===== src/rtl/brg_xcel_arb_pkg.sv =====
// Shared types and helpers for the xcel master-side arbiter and its
// round-robin picker.
package brg_xcel_arb_pkg;

    typedef enum logic {
        eRun   = 1'b0,
        eDrain = 1'b1
    } arb_state_e;

    // Tag width for n requesters; never narrower than one bit.
    function automatic int unsigned idx_width(input int unsigned n);
        return (n <= 1) ? 1 : $clog2(n);
    endfunction

endpackage


===== src/rtl/brg_xcel_rr_picker.sv =====
// Combinational round-robin picker: first eligible index at or after
// rr_ptr_i, modulo num_req_p, returned both one-hot and encoded.
module brg_xcel_rr_picker #(
    parameter int unsigned num_req_p    = 4,
    parameter int unsigned idx_width_lp = 2
) (
    input  logic [num_req_p-1:0]    eligible_i,
    input  logic [idx_width_lp-1:0] rr_ptr_i,
    output logic [num_req_p-1:0]    grant_oh_o,
    output logic [idx_width_lp-1:0] grant_idx_o,
    output logic                    grant_v_o
);

    int unsigned               cand;
    logic [idx_width_lp-1:0]   cand_idx;

    always_comb begin
        grant_oh_o  = '0;
        grant_idx_o = '0;
        grant_v_o   = 1'b0;
        cand        = 0;
        cand_idx    = '0;
        // Walk from the farthest offset down so the nearest eligible wins.
        for (int unsigned k = num_req_p; k > 0; k--) begin
            cand = 32'(rr_ptr_i) + k - 1;
            if (cand >= num_req_p) begin
                cand = cand - num_req_p;
            end
            cand_idx = idx_width_lp'(cand);
            if (eligible_i[cand_idx]) begin
                grant_v_o            = 1'b1;
                grant_oh_o           = '0;
                grant_oh_o[cand_idx] = 1'b1;
                grant_idx_o          = cand_idx;
            end
        end
    end

endmodule


===== src/rtl/brg_xcel_master_arbiter.sv =====
// Shares one endpoint master port among num_req_p accelerator requesters:
// round-robin grant, load_id tagging, response steering, credits, drain.
module brg_xcel_master_arbiter
    import brg_xcel_arb_pkg::*;
#(
    parameter int unsigned num_req_p       = 4,
    parameter int unsigned addr_width_p    = 32,
    parameter int unsigned data_width_p    = 32,
    parameter int unsigned load_id_width_p = 11,
    parameter int unsigned max_out_loads_p = 16,
    localparam int unsigned idx_width_lp     = idx_width(num_req_p),
    localparam int unsigned req_opq_width_lp = load_id_width_p - idx_width_lp,
    localparam int unsigned mask_width_lp    = data_width_p >> 3
) (
    input  logic                                  clk_i,
    input  logic                                  reset_n_i,

    input  logic [num_req_p-1:0]                  req_v_i,
    input  logic [num_req_p-1:0]                  req_type_i,
    input  logic [num_req_p*addr_width_p-1:0]     req_addr_i,
    input  logic [num_req_p*data_width_p-1:0]     req_data_i,
    input  logic [num_req_p*mask_width_lp-1:0]    req_mask_i,
    input  logic [num_req_p*req_opq_width_lp-1:0] req_opq_i,
    output logic [num_req_p-1:0]                  req_ready_o,

    output logic                                  out_v_o,
    output logic                                  out_type_o,
    output logic [addr_width_p-1:0]               out_addr_o,
    output logic [data_width_p-1:0]               out_data_o,
    output logic [mask_width_lp-1:0]              out_mask_o,
    output logic [load_id_width_p-1:0]            out_opq_o,
    input  logic                                  out_ready_i,

    input  logic                                  ret_v_i,
    input  logic [load_id_width_p-1:0]            ret_opq_i,
    input  logic [data_width_p-1:0]               ret_data_i,
    output logic [num_req_p-1:0]                  resp_v_o,
    output logic [req_opq_width_lp-1:0]           resp_opq_o,
    output logic [data_width_p-1:0]               resp_data_o,

    input  logic                                  drain_i,
    output logic                                  idle_o,
    output logic                                  err_o
);

    localparam int unsigned cnt_width_lp = $clog2(max_out_loads_p + 1);

    arb_state_e                 state_q, state_d;
    logic [idx_width_lp-1:0]    rr_ptr_q, rr_ptr_d;
    logic [idx_width_lp-1:0]    lock_idx_q, lock_idx_d;
    logic                       lock_v_q, lock_v_d;
    logic                       err_q, err_d;
    logic [cnt_width_lp-1:0]    cnt_q [num_req_p];
    logic [cnt_width_lp-1:0]    cnt_d [num_req_p];

    logic [num_req_p-1:0]       eligible;
    logic [num_req_p-1:0]       pick_oh;
    logic [idx_width_lp-1:0]    pick_idx;
    logic                       pick_v;

    logic [num_req_p-1:0]       grant_oh;
    logic [idx_width_lp-1:0]    grant_idx;
    logic                       grant_v;
    logic                       accept;

    logic [idx_width_lp-1:0]    ret_idx;
    logic [num_req_p-1:0]       resp_v;
    logic                       ret_good;
    logic                       cnt_all_zero;

    logic                       mux_type;
    logic [addr_width_p-1:0]    mux_addr;
    logic [data_width_p-1:0]    mux_data;
    logic [mask_width_lp-1:0]   mux_mask;
    logic [req_opq_width_lp-1:0] mux_opq;

    always_comb begin
        eligible = '0;
        for (int unsigned i = 0; i < num_req_p; i++) begin
            eligible[i] = req_v_i[i] &
                          (req_type_i[i] | (cnt_q[i] < cnt_width_lp'(max_out_loads_p)));
        end
    end

    brg_xcel_rr_picker #(
        .num_req_p    (num_req_p),
        .idx_width_lp (idx_width_lp)
    ) u_picker (
        .eligible_i  (eligible),
        .rr_ptr_i    (rr_ptr_q),
        .grant_oh_o  (pick_oh),
        .grant_idx_o (pick_idx),
        .grant_v_o   (pick_v)
    );

    // A locked grant overrides arbitration and survives into eDrain.
    always_comb begin
        grant_oh  = '0;
        grant_idx = pick_idx;
        grant_v   = 1'b0;
        if (lock_v_q) begin
            grant_v   = 1'b1;
            grant_idx = lock_idx_q;
            for (int unsigned i = 0; i < num_req_p; i++) begin
                grant_oh[i] = (lock_idx_q == idx_width_lp'(i));
            end
        end else if (state_q == eRun) begin
            grant_v   = pick_v;
            grant_idx = pick_idx;
            grant_oh  = pick_oh;
        end
        accept = grant_v & out_ready_i;
    end

    always_comb begin
        mux_type = 1'b0;
        mux_addr = '0;
        mux_data = '0;
        mux_mask = '0;
        mux_opq  = '0;
        for (int unsigned i = 0; i < num_req_p; i++) begin
            if (grant_idx == idx_width_lp'(i)) begin
                mux_type = req_type_i[i];
                mux_addr = req_addr_i[i*addr_width_p +: addr_width_p];
                mux_data = req_data_i[i*data_width_p +: data_width_p];
                mux_mask = req_mask_i[i*mask_width_lp +: mask_width_lp];
                mux_opq  = req_opq_i[i*req_opq_width_lp +: req_opq_width_lp];
            end
        end
    end

    // An index outside the requester range never matches, so it lands as an error.
    always_comb begin
        ret_idx  = ret_opq_i[load_id_width_p-1 -: idx_width_lp];
        resp_v   = '0;
        ret_good = 1'b0;
        for (int unsigned i = 0; i < num_req_p; i++) begin
            if (ret_v_i && (ret_idx == idx_width_lp'(i)) && (cnt_q[i] != '0)) begin
                resp_v[i] = 1'b1;
                ret_good  = 1'b1;
            end
        end
    end

    always_comb begin
        cnt_all_zero = 1'b1;
        for (int unsigned i = 0; i < num_req_p; i++) begin
            cnt_d[i] = cnt_q[i];
            if (cnt_q[i] != '0) begin
                cnt_all_zero = 1'b0;
            end
            if (accept && !mux_type && (grant_idx == idx_width_lp'(i))) begin
                if (!resp_v[i]) begin
                    cnt_d[i] = cnt_q[i] + cnt_width_lp'(1);
                end
            end else if (resp_v[i]) begin
                cnt_d[i] = cnt_q[i] - cnt_width_lp'(1);
            end
        end
    end

    always_comb begin
        state_d    = state_q;
        rr_ptr_d   = rr_ptr_q;
        lock_v_d   = lock_v_q;
        lock_idx_d = lock_idx_q;
        err_d      = err_q | (ret_v_i & ~ret_good);

        unique case (state_q)
            eRun:    if (drain_i)  state_d = eDrain;
            eDrain:  if (!drain_i) state_d = eRun;
            default: state_d = eRun;
        endcase

        if (grant_v && !out_ready_i) begin
            lock_v_d   = 1'b1;
            lock_idx_d = grant_idx;
        end else if (accept) begin
            lock_v_d = 1'b0;
            rr_ptr_d = (grant_idx == idx_width_lp'(num_req_p - 1)) ? '0
                                                                   : grant_idx + idx_width_lp'(1);
        end
    end

    always_ff @(posedge clk_i or negedge reset_n_i) begin
        if (!reset_n_i) begin
            state_q    <= eRun;
            rr_ptr_q   <= '0;
            lock_v_q   <= 1'b0;
            lock_idx_q <= '0;
            err_q      <= 1'b0;
            for (int unsigned i = 0; i < num_req_p; i++) begin
                cnt_q[i] <= '0;
            end
        end else begin
            state_q    <= state_d;
            rr_ptr_q   <= rr_ptr_d;
            lock_v_q   <= lock_v_d;
            lock_idx_q <= lock_idx_d;
            err_q      <= err_d;
            for (int unsigned i = 0; i < num_req_p; i++) begin
                cnt_q[i] <= cnt_d[i];
            end
        end
    end

    always_comb begin
        req_ready_o = '0;
        out_v_o     = 1'b0;
        out_type_o  = 1'b0;
        out_addr_o  = '0;
        out_data_o  = '0;
        out_mask_o  = '0;
        out_opq_o   = '0;
        resp_v_o    = '0;
        resp_opq_o  = '0;
        resp_data_o = '0;
        idle_o      = 1'b0;
        err_o       = 1'b0;
        if (reset_n_i) begin
            req_ready_o = out_ready_i ? grant_oh : '0;
            out_v_o     = grant_v;
            out_type_o  = mux_type;
            out_addr_o  = mux_addr;
            out_data_o  = mux_data;
            out_mask_o  = mux_mask;
            out_opq_o   = {grant_idx, mux_opq};
            resp_v_o    = resp_v;
            resp_opq_o  = ret_opq_i[req_opq_width_lp-1:0];
            resp_data_o = ret_data_i;
            idle_o      = (state_q == eDrain) & ~lock_v_q & cnt_all_zero;
            err_o       = err_q;
        end
    end

endmodule

===== config.mk =====
export PLATFORM = sky130hd
export DESIGN_NAME = brg_xcel_master_arbiter
export DESIGN_NICKNAME = d
export VERILOG_FILES = /design/src/rtl/brg_xcel_arb_pkg.sv /design/src/rtl/brg_xcel_rr_picker.sv /design/src/rtl/brg_xcel_master_arbiter.sv
export SDC_FILE = /design/constraint.sdc
export NUM_CORES = 1
export LEC_CHECK = 0
export BUFFER_PORTS_ARGS = -buffer_cell sky130_fd_sc_hd__buf_4
export CORE_AREA = 2 2 192 194
export CTS_CLUSTER_DIAMETER = 50
export CTS_CLUSTER_SIZE = 24
export DETAILED_ROUTE_END_ITERATION = 7
export DIE_AREA = 0 0 194 196
export PLACE_DENSITY = 0.48
export SYNTH_ARGS = -nofsm -noshare
export SYNTH_HDL_FRONTEND = slang
export SYNTH_HIERARCHICAL = 1
export SYNTH_SLANG_ARGS = --single-unit

===== constraint.sdc =====
create_clock -name clk_i -period 6.1 [get_ports clk_i]
set_input_delay 0.61 -clock clk_i [delete_from_list [all_inputs] [get_ports clk_i]]
set_output_delay 0.61 -clock clk_i [all_outputs]
set_load 0.05 [all_outputs]

Word-level counts from Yosys, hierarchy flattened --
Cells that the tools add are included.
Word-level totals: flip-flop bits (word level) 27, latch bits 0, RAM bits 0, bits in read-only memories 0, input bits 364, output and inout port bits 132, logic and storage cells 209, memories 0
Cells by class: add/sub/neg operators 21, multipliers 0, divide/modulo/power cells 0, magnitude comparators 16, equality and inequality tests 13, shift-type cells 0, mux-type cells 97, bitwise logic cells 16, reduce and logical (&&, ||, !) cells 37
Operators by type and width (number):
- 32-bit 2-to-1 mux | 11
- 32-bit by 3-bit >= comparator with 1-bit output, second input constant | 4
- 5-bit 2-to-1 mux | 12
- 4-bit 2-to-1 mux | 14
- 9-bit 2-to-1 mux | 5
- 1-bit 2-to-1 mux | 36
- 5-bit by 1-bit adder with 5-bit output, second input constant | 4
- 5-bit less-than comparator, second input constant | 4
- 2-bit 2-to-1 mux | 10
- 5-bit nonzero test | 4
- 5-bit by 1-bit subtractor with 5-bit output, second input constant | 4
- 1-bit logical AND | 18
- 2-bit equality test, second input constant | 6
- 2-bit by 3-bit less-than comparator with 1-bit output, second input constant | 4
- 3-bit by 1-bit subtractor with 4-bit output, second input constant | 3
- 11-bit 2-to-1 mux | 1
- 2-bit AND reduction | 5
- 2-bit nonzero test | 5
- 1-bit bitwise AND | 8
- 1-bit binary-select mux with 2-bit select | 4
- 1-bit demux with 2-bit select | 4
- 2-bit by 1-bit >= comparator with 1-bit output, second input constant | 4
- 2-bit inequality test, second input constant | 4
- 2-bit by 1-bit subtractor with 2-bit output, second input constant | 4
- 10 further kinds | 22

Logic depth before layout (Yosys ltp) --
Gate-level depths: netlist (run 1).
word-level depth 21, gate-level depth with buffers 22, mapped depth without buffers 19

Cells and area by module --
The synthesis (run 1) kept the hierarchy.
By module, submodules not included:
- brg_xcel_master_arbiter | instances 1, cells an instance 690, area each 4753.3 um2, seq. area each 675.6 um2
- brg_xcel_rr_picker | instances 1, cells an instance 61, area each 509.2 um2, seq. area each 0.0 um2

Worst setup path after synthesis (run 1) --
OpenSTA, ideal clock, no wires.
path type reg2out, start register rr_ptr_q[0], end output out_data_o[23], arrival 4.114 ns, path slack 1.376 ns, stages on the path, launching flop included 21, buffers on the path 6, path through dfrtp_1 > buf_6 > inv_1 > ha_1 > buf_2 > nor4bb_1 > o21ai_0 > o221ai_1 > nor3_1 > mux2i_1 > inv_1 > ha_1 > buf_2 > nor2b_1 > clkbuf_1 > buf_2 > clkbuf_1 > a221oi_1 > nor3_1 > a21oi_1 > nor2_1
Between the ends: longest elaborated chain between the ends 17, elaborated cells on any way between the ends 42, those cells by class 12 x add/sub; 4 x order compare; 3 x eq/ne; 22 x mux; 1 x reduce/logical
RTL lines:
- start, declared | RTL line brg_xcel_master_arbiter.sv:49 | logic [idx_width_lp-1:0] rr_ptr_q, rr_ptr_d;
- start signal, assigned | RTL line brg_xcel_master_arbiter.sv:197 | rr_ptr_q <= rr_ptr_d;
- 2-bit by 3-bit adder with 4-bit output | RTL line brg_xcel_rr_picker.sv:25 | cand = 32'(rr_ptr_i) + k - 1;
- 4-bit by 1-bit subtractor with 5-bit output | RTL line brg_xcel_rr_picker.sv:25
- 32-bit by 3-bit >= comparator with 1-bit output / 2-bit by 1-bit subtractor with 2-bit output (equally long branches) | RTL line brg_xcel_rr_picker.sv:26, brg_xcel_rr_picker.sv:27
- 2-bit 2-to-1 mux | RTL line brg_xcel_rr_picker.sv:26 | if (cand >= num_req_p) begin
- 1-bit binary-select mux with 2-bit select | RTL line brg_xcel_rr_picker.sv:30 | if (eligible_i[cand_idx]) begin
- 1-bit 2-to-1 mux (implied by the code) | RTL line brg_xcel_rr_picker.sv:30
- 2-bit 2-to-1 mux (3 in a row) | RTL line brg_xcel_rr_picker.sv:30
- 2-bit 2-to-1 mux (*) | RTL line brg_xcel_rr_picker.sv:30
- net pick_idx[0] | RTL line brg_xcel_master_arbiter.sv:58 | logic [idx_width_lp-1:0] pick_idx;
- 2-bit 2-to-1 mux (*) | RTL line brg_xcel_master_arbiter.sv:101 | if (lock_v_q) begin
- net grant_idx[0] | RTL line brg_xcel_master_arbiter.sv:62 | logic [idx_width_lp-1:0] grant_idx;
- 2-bit zero test | RTL line brg_xcel_master_arbiter.sv:122 | if (grant_idx == idx_width_lp'(i)) begin
- 32-bit 2-to-1 mux (3 in a row) | RTL line brg_xcel_master_arbiter.sv:122
- 32-bit 2-to-1 mux (*) | RTL line brg_xcel_master_arbiter.sv:122
- 32-bit 2-to-1 mux (*) | RTL line brg_xcel_master_arbiter.sv:220 | if (reset_n_i) begin
- end, declared | RTL line brg_xcel_master_arbiter.sv:29 | output logic [data_width_p-1:0] out_data_o,
Mark *: on every way through the listed nets, which the timed path passes. The rest lies on a longest branch. The select of a mux whose other input is x is not followed.

Worst setup path after layout (run 1) --
start register rr_ptr_q[1], end output out_addr_o[3]
Between the ends: longest elaborated chain between the ends 17, elaborated cells on any way between the ends 42, those cells by class 12 x add/sub; 4 x order compare; 3 x eq/ne; 22 x mux; 1 x reduce/logical
RTL lines:
- 2-bit by 3-bit adder with 4-bit output | RTL line brg_xcel_rr_picker.sv:25
- 4-bit by 1-bit subtractor with 5-bit output | RTL line brg_xcel_rr_picker.sv:25
- 32-bit by 3-bit >= comparator with 1-bit output / 2-bit by 1-bit subtractor with 2-bit output (equally long branches) | RTL line brg_xcel_rr_picker.sv:26, brg_xcel_rr_picker.sv:27
- 2-bit 2-to-1 mux | RTL line brg_xcel_rr_picker.sv:26
- 1-bit binary-select mux with 2-bit select | RTL line brg_xcel_rr_picker.sv:30
- 1-bit 2-to-1 mux (implied by the code) | RTL line brg_xcel_rr_picker.sv:30
- 2-bit 2-to-1 mux (3 in a row) | RTL line brg_xcel_rr_picker.sv:30
- 2-bit 2-to-1 mux (*) | RTL line brg_xcel_rr_picker.sv:30
- net pick_idx[0] | RTL line brg_xcel_master_arbiter.sv:58
- 2-bit 2-to-1 mux (*) | RTL line brg_xcel_master_arbiter.sv:101
- net grant_idx[0] | RTL line brg_xcel_master_arbiter.sv:62
- 2-bit zero test | RTL line brg_xcel_master_arbiter.sv:122
- 32-bit 2-to-1 mux (3 in a row) | RTL line brg_xcel_master_arbiter.sv:122
- 32-bit 2-to-1 mux (*) | RTL line brg_xcel_master_arbiter.sv:122
- 32-bit 2-to-1 mux (*) | RTL line brg_xcel_master_arbiter.sv:220
- end, declared | RTL line brg_xcel_master_arbiter.sv:28 | output logic [addr_width_p-1:0] out_addr_o,
Marked as above.

==> results of run 1 <==
-- logic make-up after synthesis --
family,synth area share [%]
muxes,4.92
and+or+nand+nor,35.5
buffers and inverters,6.80
AOI/OAI and AO/OA,28.6
DFF,12.8
adders and majority gates,7.47
xor gates and xnor gates,3.90
-- worst paths after layout --
kind                            slack [ns]                     from  cells after the start                    end
worst max register to register        0.90  rr_ptr_q[1]$_DFFE_PN0P_                     18  cnt_q[14]$_DFFE_PN0P_
worst min-delay path                  0.40                reset_n_i                      1   cnt_q[1]$_DFFE_PN0P_
worst min register to register        0.46          err_q$_DFF_PN0_                      1        err_q$_DFF_PN0_
worst max-delay path                  0.66  rr_ptr_q[1]$_DFFE_PN0P_                     15          out_addr_o[3]
min in group clk_i                    0.46                  drain_i                      1      state_q$_DFF_PN0_
max in group asynchronous             5.26                reset_n_i                      1  cnt_q[11]$_DFFE_PN0P_
-- cell usage in the layout, fill, tap and decap left out, drive strengths merged, types with 4 or more instances in the layout --
cell    count
xor2       10
buf       511
a21boi      4
nor2b      83
clkbuf      4
and2       47
nand4       4
a22oi       5
nor3       81
a221oi     77
a21oi      98
ha         25
nor3b       5
nand2       9
xnor2      10
mux2       11
fa          4
a31oi       4
a21o        6
mux2i       7
o21ai       5
dfrtp      27
inv        17
nor2      110
-- power by group --
part,leakage [nW],internal [mW],switching [mW]
registers,0.312,0.263,0.111
logic,4.06,1.82,3.24
clock network,0.0382,0.0895,0.0620
-- synthesized netlist by cell type (all sizes together), types with 3 or more instances --
master   number
a211oi        3
a21boi        4
a21o          6
a21oi        98
a221oi       77
a22oi         5
a31oi         4
and2         47
buf           8
clkbuf       63
dfrtp        27
fa            4
ha           25
inv          17
mux2         11
mux2i         7
nand2         9
nand4         4
nor2        110
nor2b        83
nor3         81
nor3b         5
o2111ai       3
o21ai         5
xnor2        10
xor2         10
-- per-stage QoR --
stage	utilization [%]	hold slack (ns)	instance area, um2
global route	26.4	0.445	9540
CTS	26.4	0.418	9540
floorplan	-	0.314	5260
detailed placement	26.2	0.446	9460
finish	26.4	0.397	9540
global placement	26.2	0.453	9460
-- final cells by class --
class / instances / area, um2
multi-input cells: 636 / 4270
repair buffers: 511 / 3860
inverters: 17 / 63.8
flip-flops and latches: 27 / 676
well taps: 468 / 586
fillers: 4008 / 26500
clock buffers: 4 / 78.8
-- registers in the layout (all words and copies together), names as in the netlist --
name and count:
rr_ptr_q 2, err_q 1, lock_idx_q 2, cnt_q 20
lock_v_q 1, state_q 1
-- metal layers --
layer | part of all wire (%) | vias up | global-route usage [%]
met2 | 51 | 252 | 24.9
met3 | 5.2 | 26 | 2.23
li1 | - | 3618 | -
met1 | 42 | 3496 | 18.1
met5 | 0 | - | 0
met4 | 1.6 | 0 | 2.47
-- worst max-delay path, delay by kind of cell (launching register included) --
kind            cells  cell delay [ns]
simple gates        4             0.54
compound gates      4             1.06
fa+ha+maj           2             0.79
mux                 1             0.46
flops               1             0.62
buf+inv             4             1.03
==> results.json, run 1 <==
{
  "grt_pass1_wl_mm": 43.1,
  "ir_worst_vdd_mv": 0.296,
  "portBuffers": 495,
  "grt-ovfl-total": 0,
  "worst_hold_path_type": "input pin to asynchronous set/reset pin",
  "critPathSlowestCell": "a221oi_1",
  "vias": 7392,
  "final_cell_count_no_fill": 1663,
  "status": "finished clean",
  "cts_buffer_depth": 2,
  "synth_warnings": 6,
  "synth_nets": 1144,
  "start_util_pct": 14.6,
  "max_freq_ghz": 0.184,
  "place_ws_ns": 0.855,
  "core_area_um2": 36100,
  "post_cts_buffers": 0,
  "setup_violations": 0,
  "die_area_um2": 38000,
  "ys_ff_latch": 27,
  "power.leakage_nw": 4.41,
  "drt_iter0_drc": 312,
  "finalPower_mw": 5.59,
  "dr.pass1.iters": 4,
  "gp_congestion": 0.858,
  "clk_pin_slew_ns": 0.07,
  "synth_edf_count": 0,
  "ctsResizeCount": 0,
  "wirelength_mm": 28.8,
  "yosys-top-cells-area": "dfrtp_1 13%, a221oi_1 13%, nor2b_1 9.7%, a21oi_1 9.2%, nor2_1 7.8%",
  "slew-limit-headroom_pct": 42.9,
  "async_flop_share_pct": 100,
  "yosysSeqAreaShare_pct": 12.8,
  "place_inst": 1659,
  "first_global_vias": 7390,
  "n_antenna_cell": 0,
  "end_kind": "primary output",
  "antenna_found_initial": 0,
  "yosys_most_used_dff": "dfrtp_1",
  "finalCriticalPeriod_ns": 5.44,
  "final_layout_size_suffix_gt1_share_pct": 46.0,
  "worstSetupPathType": "flip-flop to primary output",
  "via_per_inst": 4.44,
  "drc": 0,
  "h-tree-depth": 1,
  "cts_buffers": 3,
  "tns_ns": 0,
  "cts_hold_buf": 0,
  "slew_violations": 0,
  "yosysTopAreaCell": "dfrtp_1",
  "clock_latency_ns": 0.26,
  "cts_root_buf": "clkbuf_16",
  "clock_sinks": 27,
  "grt.total_usage_pct": 14.0,
  "cp_data_arrival_time_ns": 4.83,
  "cp_max_fo": 42,
  "wire_per_inst_um": 17.3,
  "die_w_um": 194,
  "cap_violations": 0,
  "io_pins": 496,
  "avgSynthCellArea_um2": 7.01,
  "netlist.area_leader.share_pct": 12.8,
  "setup_ws_ns": 0.659,
  "required_ns": 5.49,
  "crit_path_max_incr_delay_ns": 0.69,
  "layout.nets": 1589,
  "ys_types": 61,
  "fin_worst_skew_ns": 0.00198,
  "post-route-period-util_pct": 89.2,
  "power.density_nw_per_um2": 586,
  "hold_violations": 0,
  "critPathLaunchType": "flip-flop",
  "netlist_instances": 751,
  "hpwl_mm": 23.0,
  "grt_max_degree": 105,
  "path_cells": "inv_1 -> ha_1 -> nor4bb_1 -> o21ai_0 -> o221ai_1 -> nor3_1 -> mux2i_1 -> inv_1 -> ha_4 -> buf_4 -> a221oi_1 -> nor3_1 -> a21oi_1 -> nor2_1 -> buf_4",
  "ant_nets": 0,
  "rsz0062_at_grt": "no",
  "die_h_um": 196,
  "syn_area_um2": 5260,
  "cts_tree": "built",
  "core.rowCount": 70,
  "tightest_slew_ns": 0.853,
  "syn2layout_area_growth_pct": 81.3
}
No activity file was read; power rests on OpenSTA's default activity.
==> run 2: changes to the inputs <==
--- a/config.mk
+++ b/config.mk
@@ -5,12 +5,13 @@
 export SDC_FILE = /design/constraint.sdc
 export NUM_CORES = 1
 export LEC_CHECK = 0
+export ABC_AREA = 1
 export BUFFER_PORTS_ARGS = -buffer_cell sky130_fd_sc_hd__buf_4
-export CORE_AREA = 2 2 192 194
+export CORE_AREA = 2 2 195 197
 export CTS_CLUSTER_DIAMETER = 50
 export CTS_CLUSTER_SIZE = 24
 export DETAILED_ROUTE_END_ITERATION = 7
-export DIE_AREA = 0 0 194 196
+export DIE_AREA = 0 0 197 199
 export PLACE_DENSITY = 0.48
 export SYNTH_ARGS = -nofsm -noshare
 export SYNTH_HDL_FRONTEND = slang
==> run 2 against run 1 <==
  * Final cell count up 14%
  * Highest routed layer unchanged
  * Via count up 14%
  * Utilization about the same
  * Count of clock-buffer cells in the layout shrank 1
  * Non-clock buffer count is 2 lower
  * Sequential share of layout area is 0.21 points lower
  * Cell area grew 3.1%
  * Fmax grew 4.2%
  * Critical endpoint is now out_addr_o[28]
==> results.json, run 2 <==
{
  "status": "finished clean",
  "yosysSeqAreaShare_pct": 12.2,
  "holdPathStages": 1,
  "cp_data_arrival_time_ns": 4.61,
  "synth_warnings": 6,
  "required_ns": 5.49,
  "cts_tree": "built",
  "post-route-period-util_pct": 85.6,
  "wire_per_inst_um": 16.8,
  "synth_nets": 1373,
  "gp_congestion": 0.851,
  "path_cells": "inv_2 -> ha_1 -> inv_1 -> nand3_2 -> nand2_4 -> inv_6 -> a21oi_1 -> o21ai_1 -> a21oi_1 -> buf_4 -> inv_1 -> ha_4 -> inv_2 -> buf_4 -> nor2_1 -> o31ai_1 -> o21ai_0 -> nor2_1 -> buf_4",
  "crit_path_start": "rr_ptr_q[0]$_DFFE_PN0P_",
  "finalCriticalPeriod_ns": 5.22,
  "grt-ovfl-total": 0,
  "fin_util_pct": 26.5,
  "end_kind": "primary output",
  "cts_buffers": 3,
  "rr_worst_depth": 25,
  "min_to": "state_q$_DFF_PN0_",
  "clock_latency_ns": 0.28,
  "cap_violations": 0,
  "async_flop_share_pct": 100,
  "place_inst": 1889,
  "io_pins": 496,
  "setup_violations": 0,
  "synth_most_common_cell": "nor2_1",
  "crit_path_max_incr_delay_ns": 0.59,
  "layout.nets": 1813,
  "die_h_um": 199,
  "avgSynthCellArea_um2": 5.66,
  "syn2layout_area_growth_pct": 77.4,
  "r2r-start": "rr_ptr_q[0]$_DFFE_PN0P_",
  "via_per_inst": 4.46,
  "max_freq_ghz": 0.192,
  "core_area_um2": 37100,
  "die_area_um2": 39200,
  "drc": 0,
  "die_w_um": 197,
  "dr.pass1.iters": 5,
  "ctsResizeCount": 0,
  "clk_pin_slew_ns": 0.08,
  "reg_top3": "cnt_q (20), lock_idx_q (2), rr_ptr_q (2)",
  "final_common_cell": "buf_4",
  "syn_area_um2": 5540,
  "slew_violations": 0,
  "netlist.area_leader.share_pct": 15.3,
  "cts_buffer_depth": 2,
  "critPathLaunchType": "flip-flop",
  "ant_nets": 0,
  "vias": 8449,
  "cp_top_family": "buffers and inverters",
  "yosysTopAreaCell": "a21oi_1",
  "clock_sinks": 27,
  "tightest_slew_ns": 0.986,
  "rrSetupSlack_ns": 1.30,
  "tns_ns": 0,
  "drt_iter0_drc": 408,
  "antenna_found_initial": 1,
  "worst_hold_path_type": "input pin to flip-flop",
  "ys_ff_latch": 27,
  "cts_root_buf": "clkbuf_16",
  "largest_register_ffs": 20,
  "fin_worst_skew_ns": 0.0109,
  "start_util_pct": 14.9,
  "largest-register": "cnt_q",
  "yosys_most_used_dff": "dfrtp_1",
  "worstSetupPathType": "flip-flop to primary output",
  "final_layout_size_suffix_gt1_share_pct": 39.7,
  "netlist_instances": 980,
  "h-tree-depth": 1,
  "hold_violations": 0,
  "crit_buf_inv": 8,
  "first_global_vias": 8097,
  "grt_pass1_wl_mm": 45.0,
  "holdWs_ns": 0.439,
  "layout_common_cells": "505 x buf_4, 187 x nor2_1, 169 x a21oi_1",
  "rsz0062_at_grt": "no",
  "post_cts_buffers": 0,
  "critPathSlowestCell": "dfrtp_1",
  "grt_max_degree": 82,
  "hp-start": "drain_i",
  "cts_hold_buf": 0,
  "n_fill_cell": 4152,
  "ys_types": 43,
  "grt.total_usage_pct": 14.6,
  "final_cell_count_no_fill": 1894,
  "hpwl_mm": 24.8,
  "yosys-top-cells-area": "a21oi_1 15%, nor2_1 13%, dfrtp_1 12%, o31ai_1 10%, nand2_1 8.5%",
  "synth_edf_count": 0,
  "wirelength_mm": 31.8,
  "crit_path_frequent_cell": "buf_4",
  "core.rowCount": 71,
  "portBuffers": 495,
  "reg2reg_to": "cnt_q[9]$_DFFE_PN0P_",
  "synthTopCellsByCount": "187 x nor2_1, 169 x a21oi_1, 125 x nand2_1",
  "cp_max_fo": 28,
  "slew-limit-headroom_pct": 34.3
}
## run 2: cell count changes after synthesis, moves of 10 or more
cell,delta
nor3_1,-80
nor2_1,+77
o31ai_1,+76
nand2_2,+16
clkbuf_1,-12
nand3_1,+41
inv_1,+68
o21ai_0,+80
nor2b_1,-82
buf_2,+10
nand2_1,+116
a221oi_1,-77
and2_1,-47
a21oi_1,+72
## run 2: worst register-to-register path, delay by kind of cell, from the launching register on
| kind | cells | cell delay [ns] |
|---|---|---|
| compound gates | 5 | 0.72 |
| fa+ha+maj | 3 | 0.89 |
| flops | 1 | 0.59 |
| buf+inv | 6 | 1.24 |
| simple gates | 11 | 1.29 |
## run 2: kinds of logic (layout without fill, tap and decap cells)
kind of cell	after synthesis	in the layout	synth area share, %
AND/OR/NAND/NOR	401	401	31.9
AO/OA/AOI/OAI	348	348	35.6
buffers and inverters	168	607	12.1
adder cells (fa/ha/maj)	29	29	7.09
flip-flops	27	27	12.2
XOR/XNOR	6	6	0.948
multiplexers	1	1	0.203
other	0	1	0
## run 2: worst max-delay path by stage
| stage | cells past startpoint | endpoint | slack, ns |
|---|---|---|---|
| 2_1_floorplan | 19 | out_opq_o[0] | 1.82 |
| 3_3_place_gp | 19 | out_addr_o[28] | 1.12 |
| 3_5_place_dp | 18 | out_addr_o[28] | 1.10 |
| 4_1_cts | 19 | out_addr_o[28] | 0.84 |
| 5_1_grt | 19 | out_addr_o[28] | 0.52 |
| 6_report | 19 | out_addr_o[28] | 0.88 |
## run 2: cell type report
class	instances	area (um2)	area share (%)
diodes	1	2.50	0.0254
clock buffers	3	75.1	0.763
clock inverters	1	8.76	0.0891
inverters	94	359	3.65
multi-input cells	785	4250	43.2
flip-flops and latches	27	676	6.87
well taps	474	593	6.03
repair buffers	509	3870	39.4
## run 2: layer usage
metal / up-vias / track usage, % / routed length [um]
met2: 381 / 27.3 / 16300
met4: 0 / 3.73 / 723
met1: 3830 / 17.2 / 12700
li1: 4202 / - / -
met3: 36 / 2.42 / 2050
met5: - / 0 / 0
## run 2: metrics by stage
| stage | setup WS (ns) | cell area (um2) |
|---|---|---|
| after detailed placement | 1.10 | 9750 |
| after global placement | 1.12 | 9750 |
| after floorplan | 1.82 | 5540 |
| after global routing | 0.524 | 9830 |
| final | 0.881 | 9830 |
| after CTS | 0.842 | 9830 |
Power of run 2 is left out: the tool's default activity adds up to more than one toggle a clock period on the data nets, which glitch-free logic cannot reach.
